==> config.mk <==
export PLATFORM = sky130hd
export DESIGN_NAME = mac_dint4_seq_flat
export DESIGN_NICKNAME = d
export VERILOG_FILES = /design/src/rtl/mac_pkg.sv /design/src/rtl/mac_dint4_seq_if.sv /design/src/rtl/mac_dint4_seq.sv /design/src/flat_wrapper.sv
export SDC_FILE = /design/constraint.sdc
export NUM_CORES = 1
export LEC_CHECK = 0
export CORE_MARGIN = 1
export CORE_UTILIZATION = 45
export DETAILED_ROUTE_END_ITERATION = 6
export PLACE_DENSITY = 0.85
export SYNTH_ARGS = -nofsm -noshare
export SYNTH_HDL_FRONTEND = slang
export SYNTH_SLANG_ARGS = --single-unit
==> constraint.sdc <==
create_clock -name clk -period 3.4 [get_ports clk]
set_input_delay 0.68 -clock clk [delete_from_list [all_inputs] [get_ports clk]]
set_output_delay 0.68 -clock clk [all_outputs]
set_load 0.05 [all_outputs]
==> src/rtl/mac_pkg.sv <==
// Shared types and constants for the mac_dint4 lane: sequencer state encoding
// and the DINT4 operand/accumulator widths.
package mac_pkg;

  localparam int DATA_WIDTH = 4;
  localparam int ACC_WIDTH  = 17;

  localparam logic [3:0] DINT4_ZERO = 4'b0000;

  typedef enum logic [2:0] {
    IDLE,
    CLEAR,
    RUN,
    DRAIN,
    DONE
  } seq_state_t;

endpackage

==> src/rtl/mac_dint4_seq_if.sv <==
// Operand stream and result port of the mac_dint4 sequencer. The master is the
// tile side (drives operands, consumes results); the slave is the sequencer.
interface mac_dint4_seq_if #(
  parameter int DATA_WIDTH = 4,
  parameter int ACC_WIDTH  = 17
);

  logic                        in_valid;
  logic                        in_ready;
  logic [DATA_WIDTH-1:0]       in_weight;
  logic [DATA_WIDTH-1:0]       in_act;

  logic                        res_valid;
  logic                        res_ready;
  logic signed [ACC_WIDTH-1:0] res_data;

  modport master (
    output in_valid, in_weight, in_act, res_ready,
    input  in_ready, res_valid, res_data
  );

  modport slave (
    input  in_valid, in_weight, in_act, res_ready,
    output in_ready, res_valid, res_data
  );

endinterface

==> src/rtl/mac_dint4_seq.sv <==
// Dot-product sequencer for one mac_dint4 lane: clears the MAC, streams K
// operand pairs into it, waits out the MAC pipeline and returns the sum.
module mac_dint4_seq
  import mac_pkg::*;
#(
  parameter int DATA_WIDTH = 4,
  parameter int ACC_WIDTH  = 17,
  parameter int LEN_WIDTH  = 10,
  parameter int MAC_LAT    = 2
) (
  input  logic                        clk,
  input  logic                        reset_n,
  input  logic                        start,
  input  logic [LEN_WIDTH-1:0]        len,
  input  logic                        abort,
  output logic                        busy,
  mac_dint4_seq_if.slave              io,
  output logic                        mac_clear,
  output logic                        mac_en,
  output logic [DATA_WIDTH-1:0]       mac_weight,
  output logic [DATA_WIDTH-1:0]       mac_act,
  input  logic signed [ACC_WIDTH-1:0] mac_out
);

  localparam int DRAIN_W = (MAC_LAT > 1) ? $clog2(MAC_LAT) : 1;
  localparam logic [DRAIN_W-1:0] DRAIN_LAST = DRAIN_W'(MAC_LAT - 1);
  localparam logic [DATA_WIDTH-1:0] OP_ZERO = DATA_WIDTH'(DINT4_ZERO);

  seq_state_t                  state_q, state_d;
  logic [LEN_WIDTH-1:0]        cnt_q, cnt_d;
  logic [DRAIN_W-1:0]          drain_q, drain_d;
  logic                        aborting_q, aborting_d;
  logic signed [ACC_WIDTH-1:0] res_data_q, res_data_d;
  logic                        in_ready;
  logic                        handshake;

  // NOTE: every signal written here gets a default first so no path leaves it
  // unassigned; that is what keeps the block free of inferred latches.
  always_comb begin
    state_d    = state_q;
    cnt_d      = cnt_q;
    drain_d    = drain_q;
    aborting_d = aborting_q;
    res_data_d = res_data_q;
    in_ready   = 1'b0;
    handshake  = 1'b0;
    mac_clear  = 1'b0;
    mac_en     = 1'b0;
    mac_weight = OP_ZERO;
    mac_act    = OP_ZERO;

    unique case (state_q)
      IDLE: begin
        if (start) begin
          cnt_d      = len;
          aborting_d = 1'b0;
          state_d    = CLEAR;
        end
      end
      CLEAR: begin
        mac_clear = 1'b1;
        drain_d   = '0;
        if (aborting_q)      state_d = IDLE;
        else if (cnt_q == '0) state_d = DRAIN;
        else                 state_d = RUN;
      end
      RUN: begin
        in_ready  = !abort;
        mac_en    = 1'b1;
        handshake = io.in_valid && in_ready;
        // Bubbles feed code 0 so the MAC adds nothing for an idle cycle.
        if (handshake) begin
          mac_weight = io.in_weight;
          mac_act    = io.in_act;
          cnt_d      = cnt_q - LEN_WIDTH'(1);
          if (cnt_q == LEN_WIDTH'(1)) begin
            drain_d = '0;
            state_d = DRAIN;
          end
        end
      end
      DRAIN: begin
        mac_en = 1'b1;
        if (drain_q == DRAIN_LAST) begin
          res_data_d = mac_out;
          state_d    = DONE;
        end else begin
          drain_d = drain_q + DRAIN_W'(1);
        end
      end
      DONE: begin
        if (io.res_ready) state_d = IDLE;
      end
      default: state_d = IDLE;
    endcase

    // Abort wins over everything: one clear pulse, then back to IDLE.
    if (abort && (state_q != IDLE)) begin
      state_d    = CLEAR;
      aborting_d = 1'b1;
      res_data_d = res_data_q;
    end
  end

  // NOTE: state registers use non-blocking assignments so every flop samples
  // the pre-edge values regardless of process evaluation order.
  always_ff @(posedge clk or negedge reset_n) begin
    if (!reset_n) begin
      state_q    <= IDLE;
      cnt_q      <= '0;
      drain_q    <= '0;
      aborting_q <= 1'b0;
      res_data_q <= '0;
    end else begin
      state_q    <= state_d;
      cnt_q      <= cnt_d;
      drain_q    <= drain_d;
      aborting_q <= aborting_d;
      res_data_q <= res_data_d;
    end
  end

  assign busy         = (state_q != IDLE);
  assign io.in_ready  = in_ready;
  assign io.res_valid = (state_q == DONE);
  assign io.res_data  = res_data_q;

endmodule

==> src/flat_wrapper.sv <==
// flat-port wrapper written by rule: the top's interface ports become plain ports
module mac_dint4_seq_flat import mac_pkg::*;
#(
  parameter int DATA_WIDTH = 4,
  parameter int ACC_WIDTH  = 17,
  parameter int LEN_WIDTH  = 10,
  parameter int MAC_LAT    = 2
)
  (clk, reset_n, start, len, abort, busy, mac_clear, mac_en, mac_weight, mac_act, mac_out, io_in_valid, io_in_weight, io_in_act, io_res_ready, io_in_ready, io_res_valid, io_res_data);
  mac_dint4_seq_if #(.DATA_WIDTH(DATA_WIDTH), .ACC_WIDTH(ACC_WIDTH)) io_i ();
  input  logic clk;
  input  logic reset_n;
  input  logic start;
  input  logic [LEN_WIDTH-1:0] len;
  input  logic abort;
  output logic busy;
  output logic mac_clear;
  output logic mac_en;
  output logic [DATA_WIDTH-1:0] mac_weight;
  output logic [DATA_WIDTH-1:0] mac_act;
  input  logic signed [ACC_WIDTH-1:0] mac_out;
  input wire logic [$bits(io_i.in_valid)-1:0] io_in_valid;
  input wire logic [$bits(io_i.in_weight)-1:0] io_in_weight;
  input wire logic [$bits(io_i.in_act)-1:0] io_in_act;
  input wire logic [$bits(io_i.res_ready)-1:0] io_res_ready;
  output wire logic [$bits(io_i.in_ready)-1:0] io_in_ready;
  output wire logic [$bits(io_i.res_valid)-1:0] io_res_valid;
  output wire logic [$bits(io_i.res_data)-1:0] io_res_data;
  assign io_i.in_valid = io_in_valid;
  assign io_i.in_weight = io_in_weight;
  assign io_i.in_act = io_in_act;
  assign io_i.res_ready = io_res_ready;
  assign io_in_ready = io_i.in_ready;
  assign io_res_valid = io_i.res_valid;
  assign io_res_data = io_i.res_data;
  mac_dint4_seq #(.DATA_WIDTH(DATA_WIDTH), .ACC_WIDTH(ACC_WIDTH), .LEN_WIDTH(LEN_WIDTH), .MAC_LAT(MAC_LAT)) u_core (.clk(clk), .reset_n(reset_n), .start(start), .len(len), .abort(abort), .busy(busy), .io(io_i), .mac_clear(mac_clear), .mac_en(mac_en), .mac_weight(mac_weight), .mac_act(mac_act), .mac_out(mac_out));
endmodule
## Word level (Yosys, flattened, before mapping)

Index checks and enable logic that the tools add are counted.

| word-level totals | value |
|---|---|
| output and inout bits | 30 |
| input bits | 41 |
| logic and storage cells | 63 |
| register bits after elaboration | 32 |

| operators by class | value |
|---|---|
| equal/unequal tests | 13 |
| reductions and logical operators | 16 |
| bitwise gates (word level) | 1 |
| multiplexer cells | 26 |
| add/sub/neg operators | 2 |

Operators by type and width:

| operator | count |
|---|---|
| $mux 3 | 7 |
| $mux 10 | 2 |
| $pmux 10 s2 | 1 |
| $mux 4 | 4 |
| $pmux 3 s5 | 1 |
| $eq 10x1->1 const B | 1 |
| $logic_not 10->1 | 1 |
| $mux 1 | 10 |
| $sub 10x1->10 const B | 1 |
| $ne 3x1->1 const B | 3 |
| $reduce_and 3->1 | 3 |
| $eq 3x2->1 const B | 2 |
| $ne 3x2->1 const B | 2 |
| $reduce_bool 2->1 | 3 |
| $reduce_bool 3->1 | 2 |
| $reduce_and 5->1 | 1 |
| $ne 2x1->1 const B | 2 |
| $eq 3x1->1 const B | 1 |
| $eq 3x3->1 const B | 1 |
| $logic_not 3->1 | 1 |
| $pmux 1 s3 | 1 |
| $logic_and 1x1->1 | 2 |
| $ne 2x2->1 const B | 1 |
| $reduce_and 2->1 | 1 |
| 4 further kinds | 4 |

## Longest topological paths before layout

| depth | value |
|---|---|
| depth in word-level cells | 5 |
| depth in mapped cells | 7 |
| gate-level depth less buffers | 6 |

## Worst setup path after synthesis

OpenSTA, ideal clock, no wires.

| path | value |
|---|---|
| kind | register -> output |
| start | reg u_core.state_q[0] |
| end | out mac_act[0] |
| setup slack | 0.880 ns |
| arrival | 1.840 ns |
| stages on the path, launching flop included | 6 |
| cell sequence | dfrtp_1 > buf_6 > or3b_1 > buf_2 > nor2_4 > and3_1 |

| on the way | value |
|---|---|
| word-level cells in the longest chain between the ends | 2 |

Ends and longest elaborated chain:

| what | line | text |
|---|---|---|
| from (decl) | mac_dint4_seq.sv:29 | `seq_state_t state_q, state_d;` |
| from (signal assigned) | mac_dint4_seq.sv:115 | `state_q <= state_d;` |
| $eq 3x2->1 | mac_dint4_seq.sv:52 | `unique case (state_q)` |
| $mux 4 | mac_dint4_seq.sv:52 |  |
| to (decl) | flat_wrapper.sv:20 | `output logic [DATA_WIDTH-1:0] mac_act;` |

Every way passes these cells.

## Worst setup path after layout

| path | value |
|---|---|
| start | reg u_core.state_q[1] |
| end | out mac_act[1] |

The elaborated chain is that of the path after synthesis.

==> impl_metrics.env <==
export IMPL_status="finished, final reports clean"
export IMPL_fp_row_count=22
export IMPL_num_io_pins=71
export IMPL_r2r_start="u_core.state_q[0]$_DFFE_PN0P_"
export IMPL_rr_worst_depth=4
export IMPL_rsz0062_at_grt="false"
export IMPL_initial_core_util_pct=47.7
export IMPL_postCtsSetupBuffers=0
export IMPL_peakVddDrop_v=0.000532
export IMPL_io_buffers=70
export IMPL_p_sw_mw=1.05
export IMPL_cts_made_buffers=5
export IMPL_path_max_fanout=14
export IMPL_cts_sinks=32
export IMPL_grt_use_total_pct=19.5
export IMPL_setup_tns_ns=0
export IMPL_drv_slew=0
export IMPL_r2r_end="u_core.io.res_data[3]$_DFFE_PN0P_"
export IMPL_grt_start_max_net_pins=33
export IMPL_min_path_type="register to register"
export IMPL_nFillCells=337
export IMPL_tritoncts="done"
export IMPL_p_sw_share_pct=44.6
export IMPL_die_y_um=65.0
export IMPL_synth_most_common_cell="dfrtp_1"
export IMPL_clock_power_share_pct=17.0
export IMPL_tightest_slew_ns=0.537
export IMPL_ant_nets=0
export IMPL_setup_viol=0
export IMPL_netlist_area_um2=1780
export IMPL_seq_area_um2=801
export IMPL_drive_gt1_share_pct=20.2
export IMPL_clkTransAtPathRegs_ns=0.07
export IMPL_wl_per_cell_um=13.5
export IMPL_cp_arrival_ns=2.12
export IMPL_vias=1493
export IMPL_cp_slowest_stage_delay_ns=0.62
export IMPL_ys_seq_elements=32
export IMPL_clock_root_buffer="clkbuf_8"
export IMPL_netlist_top_cells_area="dfrtp_1 45%, mux2_2 11%, a21oi_1 4.2%"
export IMPL_skew_ns=0.00770
export IMPL_yosys_top_cells_count="32 x dfrtp_1, 17 x mux2_2, 16 x nor2_1"
export IMPL_start_kind="register"
export IMPL_gp_congestion=0.814
export IMPL_yosysWarnings=0
export IMPL_synth_cell_type_count=38
export IMPL_grt_remaining_overflow=0
export IMPL_syn_nets=212
export IMPL_clk_latency_ns=0.29
export IMPL_multi_input_area_um2=866
export IMPL_finalHoldViolations=0
export IMPL_critPathCaptureType="output pin"
export IMPL_fin_ws_ns=0.600
export IMPL_synth_seq_area_share_pct=44.9
export IMPL_drv_cap=0
export IMPL_yosysTopAreaCell="dfrtp_1"
export IMPL_worstHoldStart="u_core.io.res_data[2]$_DFFE_PN0P_"
export IMPL_synth_top_cell_area_share_pct=44.9
export IMPL_critPathKind="register to output pin"
export IMPL_htreeDepth=2
export IMPL_die_x_um=65.0
export IMPL_async_flop_share_pct=100
export IMPL_hold_buffers=0
export IMPL_holdPathEnd="u_core.io.res_data[2]$_DFFE_PN0P_"
export IMPL_power_internal_mw=1.30
export IMPL_path_cells="or3b_1 > nor2_4 > and3_1 > buf_4"
export IMPL_seq_power_share_pct=31.1
export IMPL_avgSynthCellArea_um2=10.6
export IMPL_antenna_found_initial=0
export IMPL_drt_iter0_drc=99
export IMPL_synth_edf_count=0
export IMPL_ys_flop_type="dfrtp_1"
export IMPL_grt_pass1_wl_um=6330
export IMPL_antenna_cells_inserted=0
export IMPL_min_period_ns=2.80
export IMPL_grt_pass1_vias=1432
export IMPL_post_place_ws_ns=0.711
export IMPL_max_freq_mhz=357
export IMPL_coreArea_um2=3740
export IMPL_crit_required_ns=2.72
export IMPL_drc_errors=0
export IMPL_fin_nets=281
export IMPL_ctsResizeCount=0
export IMPL_cp_slowest_cell="or3b_1"
export IMPL_drt_total_wl_um=3870
export IMPL_max_slew_margin_pct=64.2
export IMPL_dr_pass1_iters=4
export IMPL_finalCritPeriodShare_pct=82.4
export IMPL_hold_depth=1
export IMPL_leakage_nw=1.08
export IMPL_postSynthCellCount=168
export IMPL_die_area_um2=4220
export IMPL_avgViaCountPerCell=5.22
export IMPL_p_comb_share_pct=51.9
export IMPL_rrSetupSlack_ns=1.54
export IMPL_clk_path_buf_depth=2
export IMPL_power_density_nw_per_um2=917
export IMPL_area_growth_pct=43.5
export IMPL_dp_hpwl_um=2810
## kinds of logic after synthesis
group	count (synthesis)	share of synthesized area [%]
AND/OR/NAND/NOR	64	21.9
flip-flops	32	44.9
adder cells (fa/ha/maj)	3	2.10
multiplexers	17	10.7
buffers and inverters	14	6.59
AO/OA/AOI/OAI	38	13.8
## state kept, by name, indices dropped and copies added, names as in the netlist
signal and cells:
u_core.cnt_q 10, u_core.state_q 3, u_core.aborting_q 1, u_core.drain_q 1
u_core.io.res_data 17
## power groups by stage
| stage | combinational (mW) | sequential (mW) | clock, mW |
|---|---|---|---|
| 2_1_floorplan | 0.582 | 1.03 | 0 |
| 3_3_place_gp | 1.21 | 0.729 | 0 |
| 3_5_place_dp | 1.22 | 0.737 | 0 |
| 4_1_cts | 1.23 | 0.731 | 0.406 |
| 5_1_grt | 1.30 | 0.759 | 0.419 |
| 6_report | 1.22 | 0.730 | 0.399 |
## cells in the final DEF (no fill, tap or decap), types with 2 or more instances in the layout
master	synthesis	final
and3_1	9	9
inv_1	4	4
o22a_2	3	3
nor4_1	2	2
nor3_1	6	6
nand2_1	6	6
clkbuf_8	0	7
ha_1	3	3
or3_1	2	2
nand3_1	4	4
dfrtp_1	32	32
nor3_2	3	3
o21ai_0	7	7
nor2b_1	2	2
o22a_1	6	6
clkdlybuf4s50_1	0	61
nor2_4	2	2
a22oi_1	2	2
mux2_2	17	17
nand2b_1	3	3
a21oi_1	15	15
buf_4	2	11
nor2_1	16	16
## how the worst max path moves through the flow
stage	startpoint	to	slack, ns	depth (start not counted)
detailed placement	abort	u_core.cnt_q[0]$_DFFE_PN0P_	0.71	5
global placement	abort	u_core.cnt_q[0]$_DFFE_PN0P_	0.75	5
global route	u_core.state_q[1]$_DFFE_PN0P_	mac_act[1]	0.47	4
CTS	u_core.state_q[1]$_DFFE_PN0P_	mac_act[1]	0.59	4
finish	u_core.state_q[1]$_DFFE_PN0P_	mac_act[1]	0.60	4
floorplan	u_core.state_q[0]$_DFFE_PN0P_	mac_act[0]	0.88	5
## per-stage QoR
stage	hold slack, ns	util, %	power (mW)	std cells	cell area, um2
5_1_grt	0.520	68.4	2.48	286	2560
4_1_cts	0.510	68.4	2.36	286	2560
3_3_place_gp	0.488	65.0	1.94	278	2430
3_5_place_dp	0.495	65.0	1.96	278	2430
6_report	0.504	68.4	2.35	286	2560
2_1_floorplan	0.384	-	1.61	168	1780
## worst max-delay path, delay by kind of cell (launching register included)
kind / cells / cell delay [ns]
buf+inv: 1 / 0.19
simple gates: 3 / 1.08
flops: 1 / 0.55
## routing by layer
layer	GRT usage, %	vias to the layer above	share of wire (%)
met5	0	-	0
met4	5.00	0	0.98
met3	4.93	5	4.8
met2	34.1	46	51
met1	23.6	699	44
li1	-	743	-
## cell type report
class	count	area share, %
Multi-Input combinational cell	122	33.8
Sequential cell	32	31.3
Timing Repair Buffer	72	27.1
Clock buffer	7	3.76
Tap cell	48	2.34
Clock inverter	1	1.17
Inverter	4	0.586
(Power assumes the default switching activity.)
